<file path="src/rtl/serdes_pkg.sv">
// Shared types and defaults for the serializer front end.
package serdes_pkg;

   typedef enum logic {
      IDLE,
      SHIFT
   } ser_state_t;

   localparam int unsigned SER_WIDTH_DEF = 8;

endpackage

</file>
<file path="src/rtl/bit_serializer_if.sv">
// Word handshake and qualified serial stream between producer, serializer and detector.
interface bit_serializer_if #(
   parameter int unsigned WIDTH = serdes_pkg::SER_WIDTH_DEF
) ();

   logic [WIDTH-1:0] data_in;
   logic             data_valid;
   logic             data_ready;
   logic             in_bit;
   logic             bit_valid;
   logic             word_done;

   modport master (
      output data_in,
      output data_valid,
      input  data_ready,
      input  in_bit,
      input  bit_valid,
      input  word_done
   );

   modport slave (
      input  data_in,
      input  data_valid,
      output data_ready,
      output in_bit,
      output bit_valid,
      output word_done
   );

endinterface

</file>
<file path="src/rtl/bit_serializer.sv">
// Parallel-in, serial-out front end: one shifting word plus a one-word pending buffer,
// emitting one registered bit per clock with bit_valid/word_done qualifiers.
module bit_serializer
   import serdes_pkg::*;
#(
   parameter int unsigned WIDTH     = SER_WIDTH_DEF,
   parameter bit          MSB_FIRST = 1'b1
) (
   input  logic             clk,
   input  logic             reset,
   bit_serializer_if.slave  bus
);

   localparam int unsigned      CNT_W = $clog2(WIDTH);
   localparam logic [CNT_W-1:0] LAST  = CNT_W'(WIDTH - 1);

   ser_state_t       r_state, w_state_nxt;
   logic [WIDTH-1:0] r_shreg, w_shreg_nxt;
   logic [CNT_W-1:0] r_bit_cnt, w_bit_cnt_nxt;
   logic [WIDTH-1:0] r_pend, w_pend_nxt;
   logic             r_pend_valid, w_pend_valid_nxt;
   logic             r_in_bit, w_in_bit_nxt;
   logic             r_bit_valid, w_bit_valid_nxt;
   logic             r_word_done, w_word_done_nxt;

   logic             w_accept;
   logic             w_last;
   logic             w_load;
   logic [WIDTH-1:0] w_src;
   logic [CNT_W-1:0] w_cnt_inc;

   function automatic logic f_head(input logic [WIDTH-1:0] word);
      return MSB_FIRST ? word[WIDTH-1] : word[0];
   endfunction

   function automatic logic [WIDTH-1:0] f_shift(input logic [WIDTH-1:0] word);
      return MSB_FIRST ? {word[WIDTH-2:0], 1'b0} : {1'b0, word[WIDTH-1:1]};
   endfunction

   assign w_accept  = bus.data_valid & ~r_pend_valid;
   assign w_last    = (r_bit_cnt == LAST);
   assign w_cnt_inc = r_bit_cnt + CNT_W'(1);

   // The head bit is moved into r_in_bit on the same edge a word is loaded, so
   // r_shreg only ever holds the bits still to be sent; this keeps in_bit registered
   // while giving first-bit latency of one cycle.
   always_comb begin
      w_state_nxt      = r_state;
      w_shreg_nxt      = r_shreg;
      w_bit_cnt_nxt    = r_bit_cnt;
      w_pend_nxt       = r_pend;
      w_pend_valid_nxt = r_pend_valid;
      w_in_bit_nxt     = r_in_bit;
      w_bit_valid_nxt  = r_bit_valid;
      w_word_done_nxt  = 1'b0;
      w_load           = 1'b0;
      w_src            = bus.data_in;

      unique case (r_state)
         IDLE: begin
            w_in_bit_nxt    = 1'b0;
            w_bit_valid_nxt = 1'b0;
            if (w_accept) begin
               w_load = 1'b1;
            end
         end
         SHIFT: begin
            if (w_last) begin
               if (r_pend_valid) begin
                  w_load           = 1'b1;
                  w_src            = r_pend;
                  w_pend_valid_nxt = 1'b0;
               end else if (w_accept) begin
                  w_load = 1'b1;
               end else begin
                  w_state_nxt     = IDLE;
                  w_in_bit_nxt    = 1'b0;
                  w_bit_valid_nxt = 1'b0;
               end
            end else begin
               w_in_bit_nxt    = f_head(r_shreg);
               w_shreg_nxt     = f_shift(r_shreg);
               w_bit_cnt_nxt   = w_cnt_inc;
               w_word_done_nxt = (w_cnt_inc == LAST);
               if (w_accept) begin
                  w_pend_nxt       = bus.data_in;
                  w_pend_valid_nxt = 1'b1;
               end
            end
         end
         default: w_state_nxt = IDLE;
      endcase

      if (w_load) begin
         w_state_nxt     = SHIFT;
         w_in_bit_nxt    = f_head(w_src);
         w_shreg_nxt     = f_shift(w_src);
         w_bit_cnt_nxt   = '0;
         w_bit_valid_nxt = 1'b1;
         w_word_done_nxt = 1'b0;
      end
   end

   always_ff @(posedge clk or posedge reset) begin
      if (reset) begin
         r_state <= IDLE;
      end else begin
         r_state <= w_state_nxt;
      end
   end

   always_ff @(posedge clk or posedge reset) begin
      if (reset) begin
         r_shreg      <= '0;
         r_bit_cnt    <= '0;
         r_pend       <= '0;
         r_pend_valid <= 1'b0;
         r_in_bit     <= 1'b0;
         r_bit_valid  <= 1'b0;
         r_word_done  <= 1'b0;
      end else begin
         r_shreg      <= w_shreg_nxt;
         r_bit_cnt    <= w_bit_cnt_nxt;
         r_pend       <= w_pend_nxt;
         r_pend_valid <= w_pend_valid_nxt;
         r_in_bit     <= w_in_bit_nxt;
         r_bit_valid  <= w_bit_valid_nxt;
         r_word_done  <= w_word_done_nxt;
      end
   end

   assign bus.data_ready = ~r_pend_valid;
   assign bus.in_bit     = r_in_bit;
   assign bus.bit_valid  = r_bit_valid;
   assign bus.word_done  = r_word_done;

endmodule

</file>
<file path="src/flat_wrapper.sv">
// flat-port wrapper written by rule: the top's interface ports become plain ports
module bit_serializer_flat import serdes_pkg::*;
#(
   parameter int unsigned WIDTH     = SER_WIDTH_DEF,
   parameter bit          MSB_FIRST = 1'b1
)
  (clk, reset, bus_data_in, bus_data_valid, bus_data_ready, bus_in_bit, bus_bit_valid, bus_word_done);
  bit_serializer_if #(.WIDTH(WIDTH)) bus_i ();
  input  logic clk;
  input  logic reset;
  input wire logic [$bits(bus_i.data_in)-1:0] bus_data_in;
  input wire logic [$bits(bus_i.data_valid)-1:0] bus_data_valid;
  output wire logic [$bits(bus_i.data_ready)-1:0] bus_data_ready;
  output wire logic [$bits(bus_i.in_bit)-1:0] bus_in_bit;
  output wire logic [$bits(bus_i.bit_valid)-1:0] bus_bit_valid;
  output wire logic [$bits(bus_i.word_done)-1:0] bus_word_done;
  assign bus_i.data_in = bus_data_in;
  assign bus_i.data_valid = bus_data_valid;
  assign bus_data_ready = bus_i.data_ready;
  assign bus_in_bit = bus_i.in_bit;
  assign bus_bit_valid = bus_i.bit_valid;
  assign bus_word_done = bus_i.word_done;
  bit_serializer #(.WIDTH(WIDTH), .MSB_FIRST(MSB_FIRST)) u_core (.clk(clk), .reset(reset), .bus(bus_i));
endmodule
</file>
<file path="config.mk">
export PLATFORM = sky130hd
export DESIGN_NAME = bit_serializer_flat
export DESIGN_NICKNAME = d
export VERILOG_FILES = /design/src/rtl/serdes_pkg.sv /design/src/rtl/bit_serializer_if.sv /design/src/rtl/bit_serializer.sv /design/src/flat_wrapper.sv
export SDC_FILE = /design/constraint.sdc
export NUM_CORES = 1
export LEC_CHECK = 0
export ABC_CLOCK_PERIOD_IN_PS = 2200
export CORE_ASPECT_RATIO = 0.75
export CORE_MARGIN = 2
export CORE_UTILIZATION = 53
export CTS_CLUSTER_DIAMETER = 80
export DETAILED_ROUTE_END_ITERATION = 6
export PLACE_DENSITY = 0.77
export SLEW_MARGIN = 20
export SYNTH_ARGS = -nofsm -noshare
export SYNTH_HDL_FRONTEND = slang
export SYNTH_SLANG_ARGS = --single-unit
</file>
<file path="constraint.sdc">
create_clock -name clk -period 2.2 [get_ports clk]
set_input_delay 0.22 -clock clk [delete_from_list [all_inputs] [get_ports clk]]
set_output_delay 0.22 -clock clk [all_outputs]
set_load 0.01 [all_outputs]
</file>
==> results by group <==
Outcome
  – Run status: finished clean

Logic synthesis
  – Synthesized area: 0.00116 mm²
  – Adder-Cell Fraction of Synth Area: 0.0324
  – Area fraction in and, or, nand and nor cells after synthesis: 0.165
  – Unique masters post-synth: 30
  – Fraction of the mapped netlist area in compound gates: 0.139
  – Top cells by area, synth: dfrtp_1 (50%), mux2_4 (10%), nand3_1 (3.5%)
  – Total number of yosys warnings: 0
  – Fraction of synthesized area in multiplexers: 0.112
  – Fraction of the yosys area taken by sequential cells: 0.496
  – Average size of a mapped cell: 11.4 µm²
  – Library cell with the largest summed area after synthesis: dfrtp_1
  – Xor and xnor fraction of the mapped netlist area: 0
  – Dominant combinational cell family by area after synthesis: simple AND/OR/NAND/NOR gates
  – Proportion of netlist area held by the largest area contributor: 0.496
  – Synthesized Nets: 116
  – Yosys reg bits: 23
  – Post-Syn Instances: 102

CTS
  – CTS tree: built
  – CTS sink count: 23
  – Gates resized, CTS repair: 0
  – Total setup buffers inserted after CTS: 0
  – CTS clk-pin slew, worst paths: 120 ps
  – Clock latency at the later pin of the worst-skew pair: 320 ps
  – CTS Buffer Depth: 2
  – TritonCTS Buffers: 3
  – CTS Hold Bufs: 0
  – Clock tree root buffer cell: clkbuf_4
  – H-tree depth: 1

Placement
  – Count of input and output buffers: 14
  – Hpwl dp: 1570 µm
  – Final Wtd Congestion: just over 0.8

Route
  – Vias after detailed routing: 817
  – Remaining antenna violation count after routing: 0
  – Number of optimization iterations in the first detailed-route pass: 4
  – Remaining routing DRC violations: 0
  – Vias per cell: 5.67
  – Routed wire length per instance: between 15 and 20 µm
  – Number of design-rule violations left by the first detailed-router iteration: 5
  – Final wirelength: 2210 µm

Setup path
  – End of the worst register-to-register path: u_core.r_pend[5]
  – Crit path capture: u_core.r_pend[5]
  – Number of cell instances on the worst register-to-register path: 6
  – Worst Path Required: 2420 ps
  – Data arrival at the endpoint of the critical path: 2080 ps
  – Critical path class: flop to flop
  – Launch point of the worst reg-to-reg path: u_core.r_bit_cnt[0]
  – Slack of the worst reg-to-reg path: 340 ps
  – Startpoint types: flop
  – Origin of the worst setup path: u_core.r_bit_cnt[0]
  – Worst Path Max Fanout: 10
  – Endpoint type of the worst setup path: flop

GRT
  – Antenna violations before repair: 0
  – Total overflow reported by the global router: 0
  – Maximum number of pins on one net before global-route repair: 24
  – Number of global-route vias before repair: 803
  – First-pass GRT wire length: 3850 µm
  – Global router's overall resource usage: 0.202

Floorplanning
  – Initial core utilization: 0.571
  – Core Box Area: 0.00203 mm²
  – Die width: around 58 µm
  – # IOs: 15
  – Placement Rows: 14
  – Die Ht: 44.5 µm
  – Die footprint: 0.00258 mm²

Timing
  – Worst Max-Slew Pin Slew: 439 ps
  – RSZ-0062 raised after global routing: false
  – Timing-limited maximum frequency: about 540 MHz
  – Fin Clk Skew: 3.37 ps
  – Worst rel slew slack: 0.707
  – Endpoints failing setup: 0
  – Min Hold Slack: 224 ps
  – Number of pins with negative max-slew slack in the final report: 0
  – Final worst path period share: 0.845
  – Shortest period the worst path allows: 1860 ps
  – Setup TNS after final layout: 0 ps
  – Number of failing hold endpoints at the final stage: 0

Cells and area
  – Layout-stage area growth over the synthesis result: 17.6%
  – Fill cell instance count of the final layout: around 160
  – Number of nets at the end of the flow: 135
  – Antenna diode count: 0
  – Layout cells sized above 1: 0.192

Min path
  – Path type of the worst min-delay path: primary input to asynchronous set/reset pin

Pwr
  – Maximum vdd ir drop: 0.792 mV
  – Overall Power: 1680 µW
  – Power per unit of standard cell area: about 1200 mW/mm²
  – Leakage: 0.000626 µW

Run
  – Total of max-cap violations: 0
[synthesized netlist by cell type]
cell type / count
dfrtp_1: 23
mux2_4: 8
nand3_1: 8
and3_1: 6
o21ai_0: 6
a211oi_1: 5
a31oi_1: 5
inv_1: 4
and2b_1: 3
buf_2: 3
ha_1: 3
nor2_1: 3
a21oi_1: 2
buf_6: 2
clkbuf_1: 2
nand2_1: 2
nand4_1: 2
nor2b_1: 2
nor2b_2: 2
a21oi_4: 1
a22o_1: 1
and2_1: 1
and3b_1: 1
inv_2: 1
mux2i_1: 1
nand2b_1: 1
nand2b_2: 1
o211ai_1: 1
o221a_1: 1
o2bb2ai_1: 1
[logic make-up (layout without fill, tap and decap cells)]
logic type	after synthesis	after routing
and+or+nand+nor	32	32
adders and majority gates	3	3
DFF	23	23
AOI/OAI and AO/OA	23	23
muxes	9	9
buffers and inverters	12	30
[flip-flops by register name, summed over array words and instances (netlist names)]
register	count
u_core.bus.word_done	1
u_core.r_state	1
u_core.r_pend_valid	1
u_core.bus.bit_valid	1
u_core.r_shreg	7
u_core.r_bit_cnt	3
u_core.r_pend	8
u_core.bus.in_bit	1
[critical path, cell delays in order (launching register included)]
cell and delay (ps):
dfrtp_1 430, ha_1 210, ha_1 290, nor2b_2 190, and2_1 180, buf_4 170, mux2_4 300
[through the flow]
step                      worst slack, ps   util  instance area, µm²  std cells
final                                 340  0.671                1360        144
after global routing                  244  0.671                1360        144
after CTS                             348  0.671                1360        144
after detailed placement              380  0.658                1340        140
after global placement                416  0.658                1340        140
after floorplan                       494      -                1160        102
[where the power goes]
part	switching, µW	leakage [µW]	total, µW	internal [µW]
clock	128	0.0000150	199	71.0
combinational	327	0.000333	734	408
sequential	127	0.000278	745	618
[metal layers]
metal	part of all wire	global-route usage
met1	0.50	0.269
met2	0.45	0.318
met3	0.042	0.0643
met4	0.0091	0.0651
met5	0	0
[worst min-delay path by stage]
stage	start	to	slack (ps)
floorplan	reset	u_core.bus.bit_valid	220
global placement	u_core.bus.bit_valid	u_core.bus.bit_valid	480
detailed placement	u_core.bus.bit_valid	u_core.bus.bit_valid	490
CTS	reset	u_core.bus.in_bit	240
global route	reset	u_core.bus.bit_valid	270
finish	reset	u_core.bus.in_bit	220
[area by class of cell]
type | count | area [µm²] | share of cell area
multi-input combinational | 67 | 520 | 0.382
sequential | 23 | 576 | 0.422
inverter | 5 | 18.8 | 0.0138
tap | 24 | 30.0 | 0.0220
timing repair buffer | 21 | 193 | 0.141
clock buffer | 4 | 26.3 | 0.0193
[cell usage in the layout, fill, tap and decap left out]
master,instances
nor2b_1,2
o211ai_1,1
clkbuf_1,1
nand2b_1,1
nand2b_2,1
and2b_1,3
and3b_1,1
nand2_1,2
clkbuf_4,3
nor2_1,3
o2bb2ai_1,1
mux2_4,8
a21oi_1,2
and3_1,6
nand4_1,2
a22o_1,1
inv_1,4
a31oi_1,5
nand3_1,8
mux2i_1,1
dfrtp_1,23
o221a_1,1
a211oi_1,5
o21ai_0,6
nor2b_2,2
buf_4,7
and2_1,1
inv_2,1
clkdlybuf4s50_1,14
ha_1,3
a21oi_4,1
(Power assumes the default switching activity.)
